--- config.mk ---
export PLATFORM = sky130hd
export DESIGN_NAME = lsu_sq_retire_ctrl
export DESIGN_NICKNAME = d
export VERILOG_FILES = /design/src/rtl/lsu_sq_retire_ctrl.sv
export SDC_FILE = /design/constraint.sdc
export NUM_CORES = 1
export LEC_CHECK = 0
export BUFFER_PORTS_ARGS = -buffer_cell sky130_fd_sc_hd__buf_2
export CORE_MARGIN = 5
export CORE_UTILIZATION = 43
export CTS_CLUSTER_DIAMETER = 50
export DETAILED_ROUTE_END_ITERATION = 8
export PLACE_DENSITY = 0.85
export SLEW_MARGIN = 5
export SYNTH_ARGS = -nofsm -noshare
export SYNTH_HDL_FRONTEND = slang
export SYNTH_SLANG_ARGS = --single-unit
export TNS_END_PERCENT = 100
--- constraint.sdc ---
create_clock -name clk -period 4.8 [get_ports clk]
set_input_delay 0.96 -clock clk [delete_from_list [all_inputs] [get_ports clk]]
set_output_delay 0.96 -clock clk [all_outputs]
set_load 0.03 [all_outputs]
--- src/rtl/lsu_sq_retire_ctrl.sv ---
// lsu_sq_retire_ctrl
// Retires committed stores from the store queue into the data cache or, on a
// cache miss, into the miss-status queue. The single D$ port is shared with
// the load pipeline; a store that keeps losing arbitration eventually takes
// the port by force.
//
// Ports
//   clk, n_rst                 clock, asynchronous active-low reset
//   i_rob_retire_en/_tag       ROB retirement request (held until ack)
//   o_rob_retire_stall/_ack    ROB handshake
//   o_sq_lookup_tag            SQ slot read address (= retiring tag)
//   i_sq_data/_addr/_lsu_func  SQ slot contents
//   o_sq_dealloc_en            free the retired SQ slot
//   i_ld_req / o_ld_gnt        load pipeline D$ port arbitration
//   o_dc_*                     store lookup / write to D$
//   i_dc_hit                   lookup result, the cycle after the lookup
//   o_msq_* / i_msq_full       MSQ allocation on a miss
module lsu_sq_retire_ctrl #(
  parameter int STARVE_LIMIT = 4,
  parameter int TAG_W        = 6,
  parameter int DATA_W       = 32,
  parameter int ADDR_W       = 32,
  parameter int FUNC_W       = 2
) (
  input  logic              clk,
  input  logic              n_rst,
  input  logic              i_rob_retire_en,
  input  logic [TAG_W-1:0]  i_rob_retire_tag,
  output logic              o_rob_retire_stall,
  output logic              o_rob_retire_ack,
  output logic [TAG_W-1:0]  o_sq_lookup_tag,
  input  logic [DATA_W-1:0] i_sq_data,
  input  logic [ADDR_W-1:0] i_sq_addr,
  input  logic [FUNC_W-1:0] i_sq_lsu_func,
  output logic              o_sq_dealloc_en,
  input  logic              i_ld_req,
  output logic              o_ld_gnt,
  output logic              o_dc_en,
  output logic              o_dc_we,
  output logic [ADDR_W-1:0] o_dc_addr,
  output logic [DATA_W-1:0] o_dc_data,
  output logic [FUNC_W-1:0] o_dc_lsu_func,
  input  logic              i_dc_hit,
  output logic              o_msq_en,
  output logic [ADDR_W-1:0] o_msq_addr,
  output logic [DATA_W-1:0] o_msq_data,
  output logic [FUNC_W-1:0] o_msq_lsu_func,
  input  logic              i_msq_full
);

  localparam int CNT_W = $clog2(STARVE_LIMIT + 1);
  localparam logic [CNT_W-1:0] CNT_MAX = CNT_W'(STARVE_LIMIT);

  typedef enum logic [2:0] {
    ST_IDLE,
    ST_ARB,
    ST_RESP,
    ST_WRITE,
    ST_MSQ,
    ST_DONE
  } state_t;

  state_t            state_q, state_d;
  logic [CNT_W-1:0]  cnt_q, cnt_d;
  logic [DATA_W-1:0] data_q;
  logic [ADDR_W-1:0] addr_q;
  logic [FUNC_W-1:0] func_q;
  logic              capture;

  assign capture = (state_q == ST_IDLE) && i_rob_retire_en;

  always_ff @(posedge clk or negedge n_rst) begin
    if (!n_rst) begin
      state_q <= ST_IDLE;
      cnt_q   <= '0;
    end else begin
      state_q <= state_d;
      cnt_q   <= cnt_d;
    end
  end

  // Store payload is only meaningful while a store is in flight, so it
  // carries no reset.
  always_ff @(posedge clk) begin
    if (capture) begin
      data_q <= i_sq_data;
      addr_q <= i_sq_addr;
      func_q <= i_sq_lsu_func;
    end
  end

  always_comb begin
    state_d          = state_q;
    cnt_d            = cnt_q;
    o_ld_gnt         = i_ld_req;
    o_dc_en          = 1'b0;
    o_dc_we          = 1'b0;
    o_msq_en         = 1'b0;
    o_rob_retire_ack = 1'b0;
    o_sq_dealloc_en  = 1'b0;
    unique case (state_q)
      ST_IDLE: begin
        if (i_rob_retire_en) begin
          cnt_d   = '0;
          state_d = ST_ARB;
        end
      end
      ST_ARB: begin
        // The store wins when the load is idle or it has been denied
        // STARVE_LIMIT cycles in a row.
        if (!i_ld_req || (cnt_q == CNT_MAX)) begin
          o_dc_en  = 1'b1;
          o_ld_gnt = 1'b0;
          state_d  = ST_RESP;
        end else begin
          o_ld_gnt = 1'b1;
          if (cnt_q != CNT_MAX) cnt_d = cnt_q + 1'b1;
        end
      end
      ST_RESP: begin
        state_d = i_dc_hit ? ST_WRITE : ST_MSQ;
      end
      ST_WRITE: begin
        // The line was just confirmed present; the write takes the port
        // unconditionally for one cycle.
        o_dc_en  = 1'b1;
        o_dc_we  = 1'b1;
        o_ld_gnt = 1'b0;
        state_d  = ST_DONE;
      end
      ST_MSQ: begin
        if (!i_msq_full) begin
          o_msq_en = 1'b1;
          state_d  = ST_DONE;
        end
      end
      ST_DONE: begin
        o_rob_retire_ack = 1'b1;
        o_sq_dealloc_en  = 1'b1;
        state_d          = ST_IDLE;
      end
      default: state_d = ST_IDLE;
    endcase
  end

  assign o_rob_retire_stall = ((state_q != ST_IDLE) && (state_q != ST_DONE)) ||
                              capture;
  assign o_sq_lookup_tag    = i_rob_retire_tag;

  assign o_dc_addr      = addr_q;
  assign o_dc_data      = data_q;
  assign o_dc_lsu_func  = func_q;
  assign o_msq_addr     = addr_q;
  assign o_msq_data     = data_q;
  assign o_msq_lsu_func = func_q;

endmodule
==> results.py, run 1 <==
metrics = {
    "clock_tree": {
        "clockBufferDepth": 2,
        "cts_tree": "built",
        "clk_pin_slew_ns": 0.07,
        "ctsResizeCount": 0,
        "ctsHoldBuffers": 0,
        "cts.sinks": 72,
        "numCtsBuffers": 9,
        "root_buffer": "clkbuf_8",
        "clk_latency_ns": 0.34,
        "h-tree-depth": 3,
        "post_cts.repair.setup_buffers": 0,
    },
    "place": {
        "dp_cells": 405,
        "port_buffers": 210,
        "place_congestion": 0.754,
        "place.detailed.hpwl_mm": 5.44,
        "place_area_mm2": 0.00357,
    },
    "synth": {
        "synth_top_area_share": 0.664,
        "ys_top_cells_by_area": "edfxtp_1 (66%), buf_4 (18%), dfrtp_1 (5.0%)",
        "ys_ff_latch": 72,
        "synth_common_cells": "buf_4 (73), edfxtp_1 (66), dfrtp_1 (6), inv_1 (6), nor2_1 (5)",
        "postSynthAreaPerCell_um2": 15.7,
        "netlist_area_mm2": 0.00298,
        "synth_nets": 270,
        "synth_edf_count": 66,
        "synthCells": 190,
        "yosysSeqAreaShare": 0.715,
        "async_reset_ff_frac": 0.0833,
        "synth-main-ff-cell": "edfxtp_1",
        "synth_cell_types": 29,
        "yosysMostFrequentCell": "buf_4",
        "yosys_warnings": 0,
        "yosysTopAreaCell": "edfxtp_1",
    },
    "worst_setup_path": {
        "rr_worst_depth": 3,
        "cp-end-kind": "primary output",
        "cp_max_fo": 12,
        "startpoint": "state_q[0]",
        "critical_path_class": "reg -> out",
        "r2r-start": "state_q[2]",
        "required_ns": 3.84,
        "critPathLaunchType": "flip-flop",
        "r2r_slack_ns": 2.26,
        "cp.arrival_ns": 1.84,
        "r2r-end": "o_dc_data[3]",
    },
    "sta": {
        "fin_skew_ns": 0.0124,
        "final_max_slew_viol_count": 0,
        "period_share": 0.583,
        "finalSetupTns_ns": 0,
        "period_minus_slack_ns": 2.80,
        "worstMarginPinSlew_ns": 0.838,
        "max_freq_mhz": 358,
        "finalSetupViolations": 0,
        "relSlewSlack": 0.441,
        "hold_slack_ns": 0.442,
        "finalHoldViolations": 0,
        "rsz0062_at_grt": "false",
    },
    "drt": {
        "drtIter0Drc": 64,
        "routed_wl_mm": 6.74,
        "vias": 1883,
        "wire_per_inst_um": 16.0,
        "route.detailed.drc": 0,
        "firstDrtPassIters": 4,
        "final_antenna_net_count": 0,
        "via_per_inst": 4.47,
    },
    "global_route": {
        "grtUsageTotal": 0.150,
        "grt_overflow": 0,
        "grt_start_max_net_pins": 41,
        "grt_pass1_vias": 1969,
        "grt_pass1_wl_mm": 9.97,
        "antenna_found_initial": 0,
    },
    "cells_and_area": {
        "syn2layout_area_growth_pct": 27.7,
        "stdcell_count": 421,
        "stdcell_area_mm2": 0.00381,
        "n_antenna_cell": 0,
        "nets": 416,
        "drive_gt1_frac": 0.686,
        "finish.utilization": 0.564,
    },
    "pwr": {
        "p_per_area_mw_per_mm2": 631,
        "irDropWorstVdd_mv": 0.321,
        "p_leak_nw": 1.76,
    },
    "floorplanning": {
        "row_count": 30,
        "start_util": 0.441,
        "die_area_mm2": 0.00870,
        "floorplan.die.width_um": 93.3,
        "die_y_um": 93.3,
        "coreArea_mm2": 0.00676,
        "io_pins": 223,
    },
    "hold_path": {
        "hold_path_class": "in -> async",
    },
    "run": {
        "cap_violations": 0,
    },
    "outcome": {
        "status": "finished, final reports clean",
    },
}
==> critical path: stages, from the launching register on <==
cell and delay, ns:
dfrtp_1 0.52, or3b_4 0.46, or2_4 0.28, nand2_1 0.06
buf_2 0.19
==> power breakdown <==
| group | total, mW | internal, mW | switching (mW) |
|---|---|---|---|
| registers | 0.941 | 0.857 | 0.0841 |
| logic | 0.893 | 0.227 | 0.666 |
| clock network | 0.569 | 0.346 | 0.223 |
==> worst max-delay path by stage <==
stage	to	slack, ns	depth (start not counted)
2_1_floorplan	o_dc_addr[0]	1.65	2
3_3_place_gp	o_dc_data[3]	1.86	4
3_5_place_dp	o_dc_data[2]	1.79	4
4_1_cts	o_ld_gnt	1.99	4
5_1_grt	o_ld_gnt	1.92	4
6_report	o_ld_gnt	2.00	4
==> cell usage in the layout, fill, tap and decap left out <==
cell,n
dfrtp_1,6
o311ai_1,1
or3b_4,1
a21oi_1,1
buf_2,210
o21ai_2,2
mux2i_1,2
nor3_1,2
nor2_1,5
clkinv_1,1
nand2b_1,1
clkinv_4,1
nor4b_1,1
or3_1,1
inv_2,1
or3b_2,1
clkbuf_8,9
and2_0,1
o31ai_1,1
and3_1,1
bufinv_16,3
edfxtp_1,66
o211ai_1,2
buf_4,1
inv_1,5
nor2b_1,2
o21ai_0,2
clkinvlp_4,1
inv_6,1
nand2_1,3
or4b_4,1
o21ai_1,1
ha_1,2
or2_4,1
a21bo_2,1
==> area by class of cell <==
type / count / area (um^2)
Clock inverter: 7 / 119
Clock buffer: 9 / 124
Inverter: 6 / 22.5
Tap cell: 80 / 100
Sequential cell: 72 / 2130
Multi-Input combinational cell: 36 / 253
Timing Repair Buffer: 211 / 1060
Fill cell: 563 / 2950
==> stage by stage <==
step	worst slack (ns)	total power [mW]
6_report	2.00	2.40
5_1_grt	1.92	2.52
4_1_cts	1.99	2.43
3_5_place_dp	1.79	1.86
3_3_place_gp	1.86	1.84
2_1_floorplan	1.65	1.73
==> registers in the layout (all words and copies together), names as in the netlist <==
name and flops:
cnt_q 3, o_dc_addr 32, o_dc_data 32, o_dc_lsu_func 2, state_q 3
==> per-layer routing <==
metal / track usage / up-vias / share of wire
met1: 0.144 / 873 / 0.33
li1: - / 882 / -
met2: 0.282 / 117 / 0.55
met4: 0.0745 / 0 / 0.018
met5: 0 / - / 0
met3: 0.0491 / 11 / 0.099
==> logic make-up (layout without fill, tap and decap cells) <==
family                   count (synthesis)  count (layout)  synth area share
multiplexers                             2               2           0.00671
flip-flops                              72              72             0.715
buffers and inverters                   82             233             0.201
AND/OR/NAND/NOR                         21              21            0.0432
AO/OA/AOI/OAI                           11              11            0.0264
adder cells (fa/ha/maj)                  2               2           0.00839
Power figures use the tool's default switching activity.
==> inputs of run 2 (changes only) <==
--- a/config.mk
+++ b/config.mk
@@ -5,12 +5,13 @@
 export SDC_FILE = /design/constraint.sdc
 export NUM_CORES = 1
 export LEC_CHECK = 0
+export ABC_AREA = 1
 export BUFFER_PORTS_ARGS = -buffer_cell sky130_fd_sc_hd__buf_2
 export CORE_MARGIN = 5
-export CORE_UTILIZATION = 43
+export CORE_UTILIZATION = 36
 export CTS_CLUSTER_DIAMETER = 50
 export DETAILED_ROUTE_END_ITERATION = 8
-export PLACE_DENSITY = 0.85
+export PLACE_DENSITY = 0.76
 export SLEW_MARGIN = 5
 export SYNTH_ARGS = -nofsm -noshare
 export SYNTH_HDL_FRONTEND = slang
==> constraint.sdc (replaced) <==
create_clock -name clk -period 2.2 [get_ports clk]
set_input_delay 0.44 -clock clk [delete_from_list [all_inputs] [get_ports clk]]
set_output_delay 0.44 -clock clk [all_outputs]
set_load 0.03 [all_outputs]
==> results.py, run 2 <==
metrics = {
    "synth": {
        "netlist_area_mm2": 0.00298,
        "synthCells": 201,
        "async_reset_ff_frac": 0.0833,
        "synth-main-ff-cell": "edfxtp_1",
        "yosysMostFrequentCell": "buf_4",
        "yosysTopAreaCell": "edfxtp_1",
        "yosys_warnings": 0,
        "synth_cell_types": 21,
        "postSynthAreaPerCell_um2": 14.8,
        "synth_common_cells": "buf_4 (73), edfxtp_1 (66), nand2_1 (14)",
        "ys_top_cells_by_area": "edfxtp_1 (67%), buf_4 (18%), dfrtp_1 (5.0%)",
        "synth_nets": 281,
        "synth_edf_count": 66,
        "synth_top_area_share": 0.666,
        "ys_ff_latch": 72,
        "yosysSeqAreaShare": 0.717,
    },
    "worst_setup_path": {
        "cp.arrival_ns": 1.53,
        "required_ns": 1.76,
        "cp_max_fo": 4,
        "critical_path_class": "reg -> out",
        "rr_worst_depth": 4,
        "cp-end-kind": "primary output",
        "r2r-start": "state_q[1]",
        "r2r_slack_ns": 0.61,
        "critPathLaunchType": "flip-flop",
        "r2r-end": "o_dc_addr[31]",
    },
    "floorplanning": {
        "die_y_um": 101,
        "start_util": 0.366,
        "coreArea_mm2": 0.00813,
        "row_count": 33,
        "floorplan.die.width_um": 101,
        "die_area_mm2": 0.0102,
        "io_pins": 223,
    },
    "sta": {
        "relSlewSlack": 0.752,
        "rsz0062_at_grt": "false",
        "period_minus_slack_ns": 1.97,
        "max_freq_mhz": 507,
        "fin_skew_ns": 0.0124,
        "finalSetupTns_ns": 0,
        "period_share": 0.897,
        "finalSetupViolations": 0,
        "finalHoldViolations": 0,
        "final_max_slew_viol_count": 0,
        "worstMarginPinSlew_ns": 0.369,
    },
    "clock_tree": {
        "root_buffer": "clkbuf_8",
        "cts.sinks": 72,
        "numCtsBuffers": 9,
        "clk_pin_slew_ns": 0.08,
        "ctsResizeCount": 0,
        "h-tree-depth": 3,
        "post_cts.repair.setup_buffers": 0,
        "clk_latency_ns": 0.34,
        "cts_tree": "built",
        "clockBufferDepth": 2,
    },
    "global_route": {
        "busiest_layer": "met2",
        "grt_pass1_vias": 1954,
        "grt_use_met3": 0.0540,
        "met2_usage": 0.244,
        "antenna_found_initial": 0,
        "grt_start_max_net_pins": 68,
        "grt_pass1_wl_mm": 10.0,
        "grtUsageTotal": 0.131,
        "grt_overflow": 0,
        "met1_usage": 0.133,
    },
    "place": {
        "dp_cells": 444,
        "place.detailed.hpwl_mm": 5.66,
        "port_buffers": 210,
        "place_congestion": 0.881,
    },
    "hold_path": {
        "worstHoldStart": "i_sq_addr[26]",
        "hold_depth": 1,
        "hold_path_class": "in -> reg",
        "min_to": "o_dc_addr[26]",
    },
    "cells_and_area": {
        "n_antenna_cell": 0,
        "stdcell_count": 461,
        "final_common_cell": "buf_2",
        "layout_common_cells": "buf_2 (210), edfxtp_1 (66), nand2_1 (14)",
        "syn2layout_area_growth_pct": 29.7,
        "n_fill_cell": 766,
        "nets": 431,
        "drive_gt1_frac": 0.677,
    },
    "pwr": {
        "clockPowerShare": 0.219,
        "p_comb_frac": 0.395,
        "switching_power_mw": 2.23,
        "irDropWorstVdd_mv": 0.963,
        "power.internal_mw": 3.03,
        "p_leak_nw": 1.81,
        "p_per_area_mw_per_mm2": 1360,
        "switching_share": 0.424,
        "p_seq_frac": 0.386,
    },
    "drt": {
        "firstDrtPassIters": 4,
        "routed_wl_mm": 7.09,
        "via_per_inst": 4.16,
        "vias": 1919,
        "final_antenna_net_count": 0,
        "route.detailed.drc": 0,
        "drtIter0Drc": 81,
        "wire_per_inst_um": 15.4,
    },
    "outcome": {
        "status": "finished, final reports clean",
    },
    "run": {
        "cap_violations": 0,
    },
}
-- run 2: changes by cell type in the layout (fill, tap and decap cells not counted), moves of 2 or more --
cell	change
o211ai_1	-2
nand2_2	+2
nand3_1	+3
inv_2	+3
nor2_1	+2
nand2_1	+11
mux2i_1	-2
nor2_2	+3
nor2b_1	-2
inv_1	+4
-- run 2: timing repair --
| action | in CTS | in global routing |
|---|---|---|
| endpoints found under the hold margin | 6 | 0 |
| setup endpoints to repair | 0 | 0 |
| hold buffers | 1 | 0 |
-- run 2: cells by family after synthesis --
family	Yosys count	synth area share
adder cells (fa/ha/maj)	2	0.00841
AND/OR/NAND/NOR	34	0.0589
buffers and inverters	86	0.201
AO/OA/AOI/OAI	7	0.0156
flip-flops	72	0.717
-- run 2: critical path, cell delays in order, from the launching register on --
cell,delay (ns)
dfrtp_1,0.39
inv_1,0.11
ha_1,0.15
nand2_1,0.05
nand2_1,0.09
inv_1,0.05
nand2_2,0.11
nand2_1,0.07
buf_2,0.18
-- run 2: power by group through the flow --
stage               clock network [mW]  registers [mW]  logic (mW)
floorplan                            0            2.51        1.29
global placement                     0            2.04        2.08
detailed placement                   0            2.06        2.10
CTS                               1.20            2.04        2.10
global route                      1.26            2.07        2.20
finish                            1.15            2.03        2.08
-- run 2: cell type report --
type,instances,area [um^2],share of cell area
Multi-Input combinational cell,43,246,0.0639
Tap cell,105,131,0.0340
Clock buffer,10,128,0.0331
Clock inverter,6,92.6,0.0240
Inverter,13,48.8,0.0126
Timing Repair Buffer,212,1080,0.280
Sequential cell,72,2130,0.552
-- run 2: per-stage QoR --
stage / power [mW] / utilization / area (um^2) / hold WS (ns) / worst slack [ns]
final: 5.26 / 0.475 / 3860 / 0.271 / 0.226
after global routing: 5.53 / 0.475 / 3860 / 0.231 / 0.0520
after CTS: 5.34 / 0.475 / 3860 / 0.241 / 0.198
after detailed placement: 4.17 / 0.446 / 3630 / 0.280 / 0.595
after global placement: 4.12 / 0.446 / 3630 / 0.273 / 0.625
after floorplan: 3.80 / - / 2980 / 0.144 / 0.126
-- run 2: worst max-delay path by stage --
stage          startpoint      endpoint  slack (ns)  depth (start not counted)
2_1_floorplan  state_q[1]  o_dc_addr[0]        0.13                          3
3_3_place_gp     cnt_q[0]      o_ld_gnt        0.63                          8
3_5_place_dp     cnt_q[0]      o_ld_gnt        0.59                          8
4_1_cts          cnt_q[0]      o_ld_gnt        0.20                          8
5_1_grt          cnt_q[0]      o_ld_gnt        0.05                          8
6_report         cnt_q[0]      o_ld_gnt        0.23                          8
-- run 2: metal layers --
| layer | vias to the layer above | share of wire |
|---|---|---|
| met5 | - | 0 |
| met4 | 0 | 0.0044 |
| met3 | 4 | 0.11 |
| met2 | 116 | 0.54 |
| met1 | 893 | 0.34 |
| li1 | 906 | - |
